[config.mk]
export PLATFORM = sky130hd
export DESIGN_NAME = pmos_bias_trim_ctrl
export DESIGN_NICKNAME = d
export VERILOG_FILES = /design/src/rtl/pmos_bias_trim_ctrl_pkg.sv /design/src/rtl/pmos_bias_trim_ctrl_sync2.sv /design/src/rtl/pmos_bias_trim_ctrl.sv
export SDC_FILE = /design/constraint.sdc
export NUM_CORES = 1
export LEC_CHECK = 0
export BUFFER_PORTS_ARGS = -buffer_cell sky130_fd_sc_hd__buf_4
export CORE_ASPECT_RATIO = 0.7
export CORE_MARGIN = 5
export CORE_UTILIZATION = 30
export DETAILED_ROUTE_END_ITERATION = 10
export GPL_TIMING_DRIVEN = 0
export PLACE_DENSITY = 0.52
export RECOVER_POWER = 100
export SLEW_MARGIN = 5
export SYNTH_ARGS = -nofsm -noshare
export SYNTH_HDL_FRONTEND = slang
export SYNTH_SLANG_ARGS = --single-unit
[constraint.sdc]
create_clock -name clk -period 1.43 [get_ports clk]
set_input_delay 0.286 -clock clk [delete_from_list [all_inputs] [get_ports clk]]
set_output_delay 0.286 -clock clk [all_outputs]
set_load 0.03 [all_outputs]
[src/rtl/pmos_bias_trim_ctrl_pkg.sv]
// Shared types, default parameters and the thermometer helper for the PMOS bias trim controller.
package pmos_bias_pkg;

    typedef enum logic [1:0] {
        IDLE   = 2'd0,
        SETTLE = 2'd1,
        SAMPLE = 2'd2,
        DONE   = 2'd3
    } state_t;

    localparam int CODE_W_DEF     = 4;
    localparam int CODE_MIN_DEF   = 1;
    localparam int CODE_MAX_DEF   = 10;
    localparam int SETTLE_CYC_DEF = 16;

    // One bit of the thermometer code: finger idx is on when code exceeds idx.
    function automatic logic therm_encode_bit(input int code, input int idx);
        return (code > idx) ? 1'b1 : 1'b0;
    endfunction

endpackage

[src/rtl/pmos_bias_trim_ctrl_sync2.sv]
// Two-flop synchroniser for asynchronous analog comparator outputs; both stages reset to 0.
module sync2 (
    input  logic clk,
    input  logic rst,
    input  logic d,
    output logic q
);

    logic s1_r;
    logic s2_r;

    // Metastability filter: two back-to-back flops.
    always_ff @(posedge clk) begin
        if (rst) begin
            s1_r <= 1'b0;
            s2_r <= 1'b0;
        end else begin
            s1_r <= d;
            s2_r <= s1_r;
        end
    end

    assign q = s2_r;

endmodule

[src/rtl/pmos_bias_trim_ctrl.sv]
// PMOS bias finger sweep: step the trim code up from CODE_MIN, settle, sample the comparator, lock on first trip.
// Build option PMOS_BIAS_TRIM_MAJ3_EN: decide each step on the majority of three consecutive samples.
module pmos_bias_trim_ctrl
    import pmos_bias_pkg::*;
#(
    parameter int CODE_W     = CODE_W_DEF,
    parameter int CODE_MIN   = CODE_MIN_DEF,
    parameter int CODE_MAX   = CODE_MAX_DEF,
    parameter int SETTLE_CYC = SETTLE_CYC_DEF
) (
    input  logic                clk,
    input  logic                rst,
    input  logic                start,
    input  logic                cmp_in,
    output logic [CODE_W-1:0]   trim_code,
    output logic [CODE_MAX-1:0] finger_en,
    output logic                busy,
    output logic                done,
    output logic                locked,
    output logic [CODE_W-1:0]   result_code
);

    localparam int                CNT_W    = $clog2(SETTLE_CYC);
    localparam logic [CNT_W-1:0]  CNT_LAST = CNT_W'(SETTLE_CYC - 1);
    localparam logic [CODE_W-1:0] CMIN     = CODE_W'(CODE_MIN);
    localparam logic [CODE_W-1:0] CMAX     = CODE_W'(CODE_MAX);

    if (CODE_MAX >= (1 << CODE_W)) begin : g_chk_code_w
        $error("CODE_MAX must be below 2**CODE_W");
    end
    if (SETTLE_CYC < 2) begin : g_chk_settle
        $error("SETTLE_CYC must be at least 2");
    end

    state_t                state_r, state_s;
    logic [CNT_W-1:0]      cnt_r, cnt_s;
    logic [CODE_W-1:0]     trim_r, trim_s;
    logic [CODE_W-1:0]     result_r, result_s;
    logic [CODE_MAX-1:0]   finger_r, finger_s, finger_min_s;
    logic                  busy_r, busy_s;
    logic                  done_r, done_s;
    logic                  locked_r, locked_s;
    logic                  cmp_s;
    logic                  decide_s;
    logic                  hit_s;
`ifdef PMOS_BIAS_TRIM_MAJ3_EN
    logic [1:0]            samp_r, samp_s;
    logic [1:0]            votes_r, votes_s;
`endif

    sync2 u_cmp_sync (
        .clk (clk),
        .rst (rst),
        .d   (cmp_in),
        .q   (cmp_s)
    );

    // Next-state and next-output logic of the sweep FSM.
    always_comb begin
        state_s  = state_r;
        cnt_s    = cnt_r;
        trim_s   = trim_r;
        result_s = result_r;
        busy_s   = busy_r;
        done_s   = 1'b0;
        locked_s = locked_r;
        decide_s = 1'b0;
        hit_s    = 1'b0;
`ifdef PMOS_BIAS_TRIM_MAJ3_EN
        samp_s   = samp_r;
        votes_s  = votes_r;
`endif
        case (state_r)
            IDLE: begin
                busy_s = 1'b0;
                if (start) begin
                    trim_s   = CMIN;
                    locked_s = 1'b0;
                    cnt_s    = {CNT_W{1'b0}};
                    busy_s   = 1'b1;
                    state_s  = SETTLE;
                end else begin
                    state_s  = IDLE;
                end
            end
            SETTLE: begin
                if (cnt_r == CNT_LAST) begin
                    state_s = SAMPLE;
`ifdef PMOS_BIAS_TRIM_MAJ3_EN
                    samp_s  = 2'd0;
                    votes_s = 2'd0;
`endif
                end else begin
                    cnt_s = cnt_r + CNT_W'(1);
                end
            end
            SAMPLE: begin
`ifdef PMOS_BIAS_TRIM_MAJ3_EN
                // Third sample completes the vote; earlier ones just accumulate.
                if (samp_r == 2'd2) begin
                    decide_s = 1'b1;
                    hit_s    = ((votes_r + {1'b0, cmp_s}) >= 2'd2);
                end else begin
                    samp_s  = samp_r + 2'd1;
                    votes_s = votes_r + {1'b0, cmp_s};
                end
`else
                decide_s = 1'b1;
                hit_s    = cmp_s;
`endif
                if (decide_s) begin
                    if (hit_s) begin
                        result_s = trim_r;
                        locked_s = 1'b1;
                        busy_s   = 1'b0;
                        done_s   = 1'b1;
                        state_s  = DONE;
                    end else if (trim_r < CMAX) begin
                        trim_s  = trim_r + CODE_W'(1);
                        cnt_s   = {CNT_W{1'b0}};
                        state_s = SETTLE;
                    end else begin
                        result_s = CMAX;
                        locked_s = 1'b0;
                        busy_s   = 1'b0;
                        done_s   = 1'b1;
                        state_s  = DONE;
                    end
                end else begin
                    state_s = SAMPLE;
                end
            end
            DONE: begin
                busy_s  = 1'b0;
                state_s = IDLE;
            end
            default: begin
                busy_s  = 1'b0;
                state_s = IDLE;
            end
        endcase
    end

    // Finger enables track the next trim code so both registers change together.
    always_comb begin
        finger_s     = {CODE_MAX{1'b0}};
        finger_min_s = {CODE_MAX{1'b0}};
        for (int i = 0; i < CODE_MAX; i++) begin
            finger_s[i]     = therm_encode_bit(int'(trim_s), i);
            finger_min_s[i] = therm_encode_bit(CODE_MIN, i);
        end
    end

    // State and output registers.
    always_ff @(posedge clk) begin
        if (rst) begin
            state_r  <= IDLE;
            cnt_r    <= {CNT_W{1'b0}};
            trim_r   <= CMIN;
            finger_r <= finger_min_s;
            result_r <= {CODE_W{1'b0}};
            busy_r   <= 1'b0;
            done_r   <= 1'b0;
            locked_r <= 1'b0;
`ifdef PMOS_BIAS_TRIM_MAJ3_EN
            samp_r   <= 2'd0;
            votes_r  <= 2'd0;
`endif
        end else begin
            state_r  <= state_s;
            cnt_r    <= cnt_s;
            trim_r   <= trim_s;
            finger_r <= finger_s;
            result_r <= result_s;
            busy_r   <= busy_s;
            done_r   <= done_s;
            locked_r <= locked_s;
`ifdef PMOS_BIAS_TRIM_MAJ3_EN
            samp_r   <= samp_s;
            votes_r  <= votes_s;
`endif
        end
    end

    assign trim_code   = trim_r;
    assign finger_en   = finger_r;
    assign busy        = busy_r;
    assign done        = done_r;
    assign locked      = locked_r;
    assign result_code = result_r;

endmodule

==> results of run 1 <==
==> what timing repair did <==
item,in CTS,in global routing
setup endpoints to repair,15,16
resized for setup,8,15
buffers inserted,3,6
pin swaps,7,8
==> cells in the final DEF (no fill, tap or decap), drive strengths merged, types with 3 or more instances in the layout <==
cell,n
nand2b,5
nand3,11
nor2b,7
nor3,4
and2,3
nand2,3
a21oi,8
buf,15
nor2,9
o21ai,5
dfxtp,29
inv,3
clkbuf,27
==> worst paths after layout <==
check	endpoint
setup / recovery	finger_en[0]$_SDFF_PP1_
hold / removal	finger_en[3]$_SDFF_PP0_
setup reg to reg	finger_en[0]$_SDFF_PP1_
hold reg to reg	u_cmp_sync.q$_SDFF_PP0_
==> metal layers <==
metal	vias to the layer above	global-route usage (%)	routed length (um)
met5	-	0	0
met4	0	6.19	27
met3	5	5.14	146
met2	21	17.9	1260
met1	474	13.0	1400
li1	516	-	-
==> per-stage QoR <==
stage / std cells / setup slack (ps) / total power, uW
after floorplan: 122 / -17.0 / 884
after global placement: 196 / -132 / 906
after detailed placement: 196 / -156 / 908
after CTS: 205 / -94.3 / 1570
after global routing: 211 / -145 / 1630
final: 211 / -83.5 / 1550
==> power by group through the flow <==
stage / clock, uW / combinational [uW] / sequential (uW)
6_report: 652 / 80.9 / 821
5_1_grt: 716 / 88.4 / 821
4_1_cts: 676 / 67.8 / 827
3_5_place_dp: 0 / 61.3 / 846
3_3_place_gp: 0 / 60.5 / 846
2_1_floorplan: 0 / 36.5 / 847
==> flip-flops by register name, summed over array words and instances, names as in the netlist <==
register / cells
finger_en: 10
cnt_r: 4
result_code: 4
trim_code: 4
state_r: 2
busy: 1
done: 1
locked: 1
u_cmp_sync.q: 1
u_cmp_sync.s1_r: 1
==> layout make-up <==
type                    instances  area share, %
multi-input cells              87           39.0
inverters                       3          0.723
clock buffers                   7           5.54
repair buffers                 33           11.6
flip-flops and latches         29           38.6
plain buffers                   2          0.482
well taps                      50           4.02
==> Yosys cell counts (2+ instances only) <==
master | number | area share [%]
nand3_1 | 11 | 4.8
a21oi_1 | 8 | 3.5
o31ai_1 | 2 | 1.3
o21bai_1 | 2 | 1.3
and3_1 | 2 | 1.1
and2_1 | 3 | 1.6
nand4b_1 | 2 | 1.5
inv_1 | 2 | 0.65
ha_1 | 2 | 2.2
nor3_1 | 4 | 1.7
a32oi_1 | 2 | 1.5
o21ai_0 | 5 | 2.2
a31oi_1 | 2 | 1.1
nand2b_1 | 5 | 2.7
nand2_1 | 3 | 0.98
nor2_1 | 9 | 2.9
xor2_1 | 2 | 1.5
dfxtp_1 | 29 | 50
nor2b_1 | 7 | 3.8
o211ai_1 | 2 | 1.3
==> kinds of logic after synthesis <==
| group | Yosys count |
|---|---|
| xor+xnor | 2 |
| flops | 29 |
| compound gates | 28 |
| buf+inv | 6 |
| fa+ha+maj | 2 |
| simple gates | 55 |
==> qor.txt, run 1 <==
Slew Limit Headroom -> 68.6%
Final hold slack -> 216 ps
Hold Crit Start -> rst
Chip Width -> 84.0 um
Ant diodes -> 0
Hold Fails Final Rpt -> 0
Via count of the first global-routing pass -> 981
Largest family of logic cells by synthesized area -> simple AND/OR/NAND/NOR gates
Congestion Overflow GR -> 0
Violated checks -> setup timing
Min-Delay Path Class -> in2reg
Synth async-reset ratio -> 0%
Worst path depth -> 4
Drt initial violations -> 28
Sw frac -> 20.8%
Clk_lat worst skew -> 270 ps
Clk sinks -> 29
Maximum fanout along the worst path -> 5
Area of the core -> 3600 sq um
Post-Syn Instances -> 122
CTS H-tree depth -> 2
Reg area -> 602 sq um
Die Y -> 61.8 um
Gate power share -> 5.2%
Global-route wire length before repair -> 4.47 mm
Worst vdd ir -> 0.434 mV
Post-Synth Simple-Gate Area -> 27.5%
Setup-failing EPs final -> 9
Synth Area per Inst -> 9.43 sq um
Routability congestion estimate -> 0.789
Via count -> 1,016
Synth Area in Adders -> 2.18%
Setup ws final -> -83.5 ps
Synth Area in XOR/XNOR -> 1.52%
Vias per inst -> 4.82
Synth Flop Type -> dfxtp_1
Critical path arrival -> 1660 ps
Port bufs -> 24
Worst Clk Skew -> 3.10 ps
DR pass1 iterations -> 4
GRT Total Usage -> 11.2%
Full die area -> 5190 sq um
Fin crit share -> 106%
Reg2reg setup slack -> -80 ps
# fillers -> 390
Slew Viols, Final -> 0
Synth unique cells -> 38
CTS max path bufs -> 2
# rows -> 18
Int Pwr -> 1230 uW
Minimum clock period -> 1510 ps
Crit path largest cell delay -> 430 ps
Post-route DRC -> 0
Seq pwr share -> 52.8%
Area occupied by multi-input gates -> 607 sq um
WL/cell -> 13.4 um
Sw Pwr -> 323 uW
Reg2reg path depth -> 4
R2r startpoint -> u_cmp_sync.q$_SDFF_PP0_
Post-DP Area -> 1410 sq um
CTS tree -> yes
Clk Tree Root Cell -> clkbuf_8
Status -> finished with violations
Number of synthesis warnings -> 0
Leak Pwr -> 0.000586 uW
Detail Placement HPWL -> 1.97 mm
TNS Setup -> -443 ps
Starting density of the core -> 31.9%
Clock slew at reported path FFs -> 50 ps
Initial antenna violation count -> 0
Power per Cell Area -> 998 nW/um^2
Crit end category -> flop
Compound-Gate Fraction of Synth Area -> 15.7%
Clock power share -> 42.0%
Antenna-violating nets left -> 0
Mux share of post-synthesis cell area -> 0%
Fin area -> 1560 sq um
Finished Core Util -> 43.2%
Sequential area share after synthesis -> 50.5%
Final wirelength -> 2.83 mm
Share of layout cells above drive strength 1 -> 29.8%
Area Overhead vs Synth -> 35.5%
F_max -> 0.661 GHz
Max_cap viols -> 0
WP data required -> 1570 ps
Crit-path slowest cell -> or3b_4
WHS Path Cells -> 2
Top delay family on crit path -> simple AND/OR/NAND/NOR gates
Critical path startpoint -> u_cmp_sync.q$_SDFF_PP0_
Startpoint Class -> flop
Largest net degree at the start of global routing -> 11
IO Pins -> 25
Synthesized area -> 1150 sq um
EDFF count, synth -> 0
WP buf/inv -> 0
Syn_nets -> 128
Seq cells post-synth -> 29
Total Nets Final -> 167
Hold-fix buffers, CTS -> 0
Crit path cell chain -> or3b_4 > o211ai_1 > and3_1 > nand4b_1
Slew @ Worst Pin -> 471 ps
RSZ-0062 raised after global routing -> true
Number of CTS-inserted buffers -> 5
Crit Path Category -> reg2reg
Power figures use the tool's default switching activity.
==> inputs of run 2 (changes only) <==
Settings changed: PLACE_DENSITY 0.52 to default, PLACE_DENSITY_LB_ADDON from default to 0.05.
==> qor.txt, run 2 (synthesized netlist as in run 1, its figures left out) <==
GRT Total Usage -> 11.4% (+0.15 points)
Crit Path Category -> reg2reg
Congestion Overflow GR -> 0 (unchanged)
F_max -> 0.667 GHz (+0.91%)
Post-route DRC -> 0 (unchanged)
Slew Viols, Final -> 0 (unchanged)
Crit path cell chain -> or3b_4 > o211ai_1 > and3_4 > nand4b_1
Top delay family on crit path -> simple AND/OR/NAND/NOR gates
Share of layout cells above drive strength 1 -> 30.9% (+1.1 points)
Final wirelength -> 2.88 mm (+1.8%)
Area Overhead vs Synth -> 38.8%
Drt initial violations -> 49 (+75%)
Largest register FFs -> 10 (unchanged)
Crit-path slowest cell -> or3b_4
Clk sinks -> 29 (unchanged)
Final hold slack -> 226 ps (+9.99 ps)
Startpoint Class -> flop
Finished Core Util -> 44.3% (+1.1 points)
Critical path arrival -> 1650 ps (about the same)
Starting density of the core -> 31.9% (unchanged)
Hold Fails Final Rpt -> 0 (unchanged)
Detail Placement HPWL -> 2.00 mm (+1.6%)
Leak Pwr -> 0.000593 uW (+1.2%)
Worst vdd ir -> 0.463 mV (+6.5%)
Slew Limit Headroom -> 67.4% (-1.2 points)
IO Pins -> 25 (unchanged)
Finished Layout Cells -> 212 (+0.47%)
Power per Cell Area -> 1020 nW/um^2 (+2.2%)
R2r startpoint -> state_r[1]$_SDFFE_PP0P_
Crit end category -> flop
Reg2reg setup slack -> -70 ps (about the same)
CP endpoint -> finger_en[0]$_SDFF_PP1_
Total Nets Final -> 167 (unchanged)
Global-route wire length before repair -> 4.54 mm (+1.5%)
Initial antenna violation count -> 0 (unchanged)
Critical path startpoint -> state_r[1]$_SDFFE_PP0P_
Cells after DPL -> 196 (unchanged)
Reg2reg path depth -> 4 (unchanged)
Most frequent cells in the layout -> clkbuf_1, dfxtp_1, buf_4, nand3_1, nor2_1
CTS tree -> yes
WP buf/inv -> 0 (unchanged)
TNS Setup -> -256 ps (+187 ps)
Worst path depth -> 4 (unchanged)
Largest net degree at the start of global routing -> 11 (unchanged)
Hold-fix buffers, CTS -> 0 (unchanged)
Routability congestion estimate -> 0.774 (-1.9%)
CTS max path bufs -> 2 (unchanged)
WL/cell -> 13.6 um (+1.3%)
# rows -> 18 (unchanged)
DR pass1 iterations -> 4 (unchanged)
Vias per inst -> 4.76 (-1.2%)
Setup-failing EPs final -> 7 (-2)
Violated checks -> setup timing
Slew @ Worst Pin -> 489 ps (+18.3 ps)
WP data required -> 1580 ps (about the same)
Full die area -> 5190 sq um (unchanged)
Minimum clock period -> 1500 ps (-13.6 ps)
Maximum fanout along the worst path -> 7 (+2)
CTS H-tree depth -> 2 (unchanged)
Via count of the first global-routing pass -> 914 (-6.8%)
Number of CTS-inserted buffers -> 5 (unchanged)
RSZ-0062 raised after global routing -> true
Die Y -> 61.8 um (unchanged)
Min-Delay Path Class -> in2reg
Clk Tree Root Cell -> clkbuf_8
Ant diodes -> 0 (unchanged)
Fin crit share -> 105% (-0.95 points)
Antenna-violating nets left -> 0 (unchanged)
Clock slew at reported path FFs -> 60 ps (about the same)
Status -> finished with violations
FF-to-FF End -> finger_en[0]$_SDFF_PP1_
Port bufs -> 24 (unchanged)
Setup ws final -> -69.9 ps (+13.6 ps)
Area of the core -> 3600 sq um (unchanged)
Via count -> 1,009 (-0.69%)
Clk_lat worst skew -> 270 ps (about the same)
Chip Width -> 84.0 um (unchanged)
Crit path largest cell delay -> 420 ps (about the same)
Worst Clk Skew -> 4.72 ps (+1.62 ps)
Max_cap viols -> 0 (unchanged)
==> run 2: power breakdown <==
part,total (uW),internal (uW),leakage (uW),switching [uW]
combinational,80.3,34.2,0.000300,46.0
sequential,819,811,0.000239,7.73
clock,728,434,0.0000542,294
total,1630,1280,0.000593,348
==> run 2: final cells by class <==
cell class	count	area [sq um]
Fill cell	379	2010
Clock buffer	7	96.3
Inverter	3	11.3
Tap cell	50	62.6
Buffer	2	7.51
Multi-Input combinational cell	87	638
Timing Repair Buffer	33	174
Clock inverter	1	5.00
Sequential cell	29	602
==> run 2: worst min path at each step <==
| stage | start | cells after the start | end |
|---|---|---|---|
| global placement | u_cmp_sync.s1_r$_SDFF_PP0_ | 1 | u_cmp_sync.q$_SDFF_PP0_ |
| detailed placement | u_cmp_sync.s1_r$_SDFF_PP0_ | 1 | u_cmp_sync.q$_SDFF_PP0_ |
| global route | cmp_in | 2 | u_cmp_sync.s1_r$_SDFF_PP0_ |
| floorplan | rst | 1 | finger_en[3]$_SDFF_PP0_ |
| CTS | cmp_in | 2 | u_cmp_sync.s1_r$_SDFF_PP0_ |
| finish | cmp_in | 2 | u_cmp_sync.s1_r$_SDFF_PP0_ |
==> run 2: metal layers <==
layer | routed length, um | GRT usage (%) | part of all wire (%) | vias to the layer above
met1 | 1490 | 16.2 | 52 | 466
met2 | 1200 | 15.3 | 42 | 28
met5 | 0 | 0 | 0 | -
met3 | 177 | 4.35 | 6.1 | 2
met4 | 17 | 4.82 | 0.59 | 0
li1 | - | - | - | 513
==> run 2: worst reg2reg max path: cells and delay by family, from the launching register on <==
family	cells	cell delay (ps)
compound gates	1	260
simple gates	3	750
flops	1	370
==> run 2: what timing repair did <==
action	4_1_cts	5_1_grt
pin swaps	10	9
gates resized for setup	15	15
setup endpoints to repair	15	16
setup buffers	5	4
==> run 2: through the flow <==
stage	setup WS, ps	area, sq um	power (uW)
floorplan	-17.0	1160	884
global placement	-139	1410	907
detailed placement	-144	1410	908
CTS	-65.7	1580	1650
global route	-147	1600	1700
finish	-69.9	1600	1630
==> inputs of run 3 (changes only) <==
Settings changed: CELL_PAD_IN_SITES_DETAIL_PLACEMENT from default to 1, CELL_PAD_IN_SITES_GLOBAL_PLACEMENT from default to 1, CORE_ASPECT_RATIO 0.7 to default.
==> qor.txt, run 3 (synthesized netlist as in run 1, its figures left out) <==
Status -> finished with violations
Violated checks -> setup timing
Worst Clk Skew -> 4.12 ps (-0.604 ps)
Area Overhead vs Synth -> 32.1%
RSZ-0062 raised after global routing -> true
Gate power share -> 4.5% (-0.4 points)
Clock slew at reported path FFs -> 60 ps (about the same)
Area of the core -> 3690 sq um (+2.4%)
Sw frac -> 21.2% (-0.22 points)
Full die area -> 5170 sq um (-0.37%)
WP buf/inv -> 2 (+2)
Initial antenna violation count -> 0 (unchanged)
Crit-path slowest cell -> or3b_4
DR pass1 iterations -> 4 (unchanged)
Leak Pwr -> 0.000578 uW (-2.5%)
Clk Tree Root Cell -> clkbuf_8
Global-route wire length before repair -> 4.76 mm (+4.9%)
R2r startpoint -> state_r[1]$_SDFFE_PP0P_
Setup-failing EPs final -> 9 (+2)
Post-route DRC -> 0 (unchanged)
Setup ws final -> -102 ps (-31.9 ps)
Final wirelength -> 2.91 mm (+0.87%)
Via count of the first global-routing pass -> 1,007 (+10%)
Congestion Overflow GR -> 0 (unchanged)
Minimum clock period -> 1530 ps (+31.9 ps)
Starting density of the core -> 31.2% (-0.74 points)
Detail Placement HPWL -> 2.13 mm (+6.5%)
GRT Total Usage -> 12.3% (+0.89 points)
WL/cell -> 14.1 um (+3.8%)
Clk sinks -> 29 (unchanged)
Crit path cell chain -> or3b_4 > a2bb2oi_2 > or2_1 > buf_6 > inv_4 > a31o_4
CP endpoint -> finger_en[4]$_SDFF_PP0_
Crit path largest cell delay -> 430 ps (about the same)
Critical path startpoint -> state_r[1]$_SDFFE_PP0P_
Final hold slack -> 214 ps (-12.2 ps)
Fin area -> 1520 sq um (-4.9%)
Reg2reg path depth -> 6 (+2)
Slew Limit Headroom -> 65.3% (-2.1 points)
Vias per inst -> 4.94 (+3.7%)
Total Nets Final -> 164 (-1.8%)
Crit Path Category -> reg2reg
Slew Viols, Final -> 0 (unchanged)
FF-to-FF End -> finger_en[4]$_SDFF_PP0_
Min-Delay Path Class -> in2reg
Reg2reg setup slack -> -100 ps (-30 ps)
Top delay family on crit path -> simple AND/OR/NAND/NOR gates
Worst path depth -> 6 (+2)
Largest register FFs -> 10 (unchanged)
Largest net degree at the start of global routing -> 11 (unchanged)
Chip Width -> 71.9 um (-14%)
Fin crit share -> 107% (+2.2 points)
Maximum fanout along the worst path -> 6 (-1)
Port bufs -> 24 (unchanged)
# fillers -> 448 (+18%)
Critical path arrival -> 1700 ps (+50 ps)
Die Y -> 71.9 um (+16%)
Clk_lat worst skew -> 270 ps (about the same)
Crit end category -> flop
Max_cap viols -> 0 (unchanged)
Antenna-violating nets left -> 0 (unchanged)
Share of layout cells above drive strength 1 -> 23.4% (-7.4 points)
Most frequent cells in the layout -> clkbuf_1, dfxtp_1, nand3_1, buf_4, nor2_1
Finished Layout Cells -> 206 (-2.8%)
CTS max path bufs -> 2 (unchanged)
TNS Setup -> -417 ps (-161 ps)
# rows -> 22 (+4)
Via count -> 1,017 (+0.79%)
CTS H-tree depth -> 2 (unchanged)
Sw Pwr -> 328 uW (-5.8%)
Clock power share -> 42.4% (-2.3 points)
Seq pwr share -> 53.1% (+2.8 points)
Hold-fix buffers, CTS -> 0 (unchanged)
Power per Cell Area -> 1020 nW/um^2 (about the same)
Ant diodes -> 0 (unchanged)
F_max -> 0.653 GHz (-2.1%)
Slew @ Worst Pin -> 520 ps (+30.9 ps)
Post-DP Area -> 1410 sq um (-0.18%)
Cells after DPL -> 194 (-1.0%)
IO Pins -> 25 (unchanged)
CTS tree -> yes
Worst vdd ir -> 0.439 mV (-5.2%)
Routability congestion estimate -> 0.813 (+5.0%)
Number of CTS-inserted buffers -> 5 (unchanged)
Hold Fails Final Rpt -> 0 (unchanged)
Int Pwr -> 1220 uW (-4.6%)
WP data required -> 1600 ps (+20 ps)
Drt initial violations -> 29 (-41%)
Startpoint Class -> flop
[run 3: cell count changes in the layout (fill, tap and decap cells not counted), sizes merged]
cell,change
clkinv,-1
clkbuf,-2
buf,-1
[run 3: worst min-delay path by stage]
stage,from,end,slack (ps),cells past startpoint
after floorplan,rst,finger_en[3]$_SDFF_PP0_,370,1
after global placement,u_cmp_sync.s1_r$_SDFF_PP0_,u_cmp_sync.q$_SDFF_PP0_,420,1
after detailed placement,u_cmp_sync.s1_r$_SDFF_PP0_,u_cmp_sync.q$_SDFF_PP0_,430,1
after CTS,rst,finger_en[3]$_SDFF_PP0_,200,2
after global routing,rst,finger_en[3]$_SDFF_PP0_,210,2
final,rst,finger_en[3]$_SDFF_PP0_,210,2
[run 3: per-stage QoR]
| step | setup WS [ps] | utilization (%) | power, uW |
|---|---|---|---|
| floorplan | -17.0 | - | 884 |
| global placement | -145 | 38.1 | 909 |
| detailed placement | -180 | 38.1 | 911 |
| CTS | -97.6 | 42.1 | 1580 |
| global route | -160 | 41.2 | 1630 |
| finish | -102 | 41.2 | 1550 |
[run 3: timing repair]
item | CTS | global route
pin swaps | 7 | 6
setup buffers | 4 | 1
endpoints found under the setup margin | 17 | 20
gates resized for setup | 11 | 8
[run 3: per-layer routing]
layer | vias to the layer above | track usage (%) | share of wire [%]
li1 | 505 | - | -
met1 | 487 | 12.9 | 42
met2 | 18 | 21.2 | 50
met3 | 7 | 4.43 | 6.2
met4 | 0 | 6.89 | 2.1
met5 | - | 0 | 0
[run 3: layout make-up]
cell class	count	area [sq um]	area share (%)
well taps	48	60.1	3.95
repair buffers	29	146	9.64
multi-input cells	87	594	39.1
inverters	3	13.8	0.906
plain buffers	3	18.8	1.24
clock buffers	7	86.3	5.68
flip-flops and latches	29	599	39.5
[run 3: power by group through the flow]
stage	combinational [uW]	clock [uW]	sequential (uW)
after floorplan	36.5	0	847
after global placement	62.2	0	846
after detailed placement	64.2	0	847
after CTS	71.5	688	825
after global routing	77.5	727	823
final	70.3	657	822
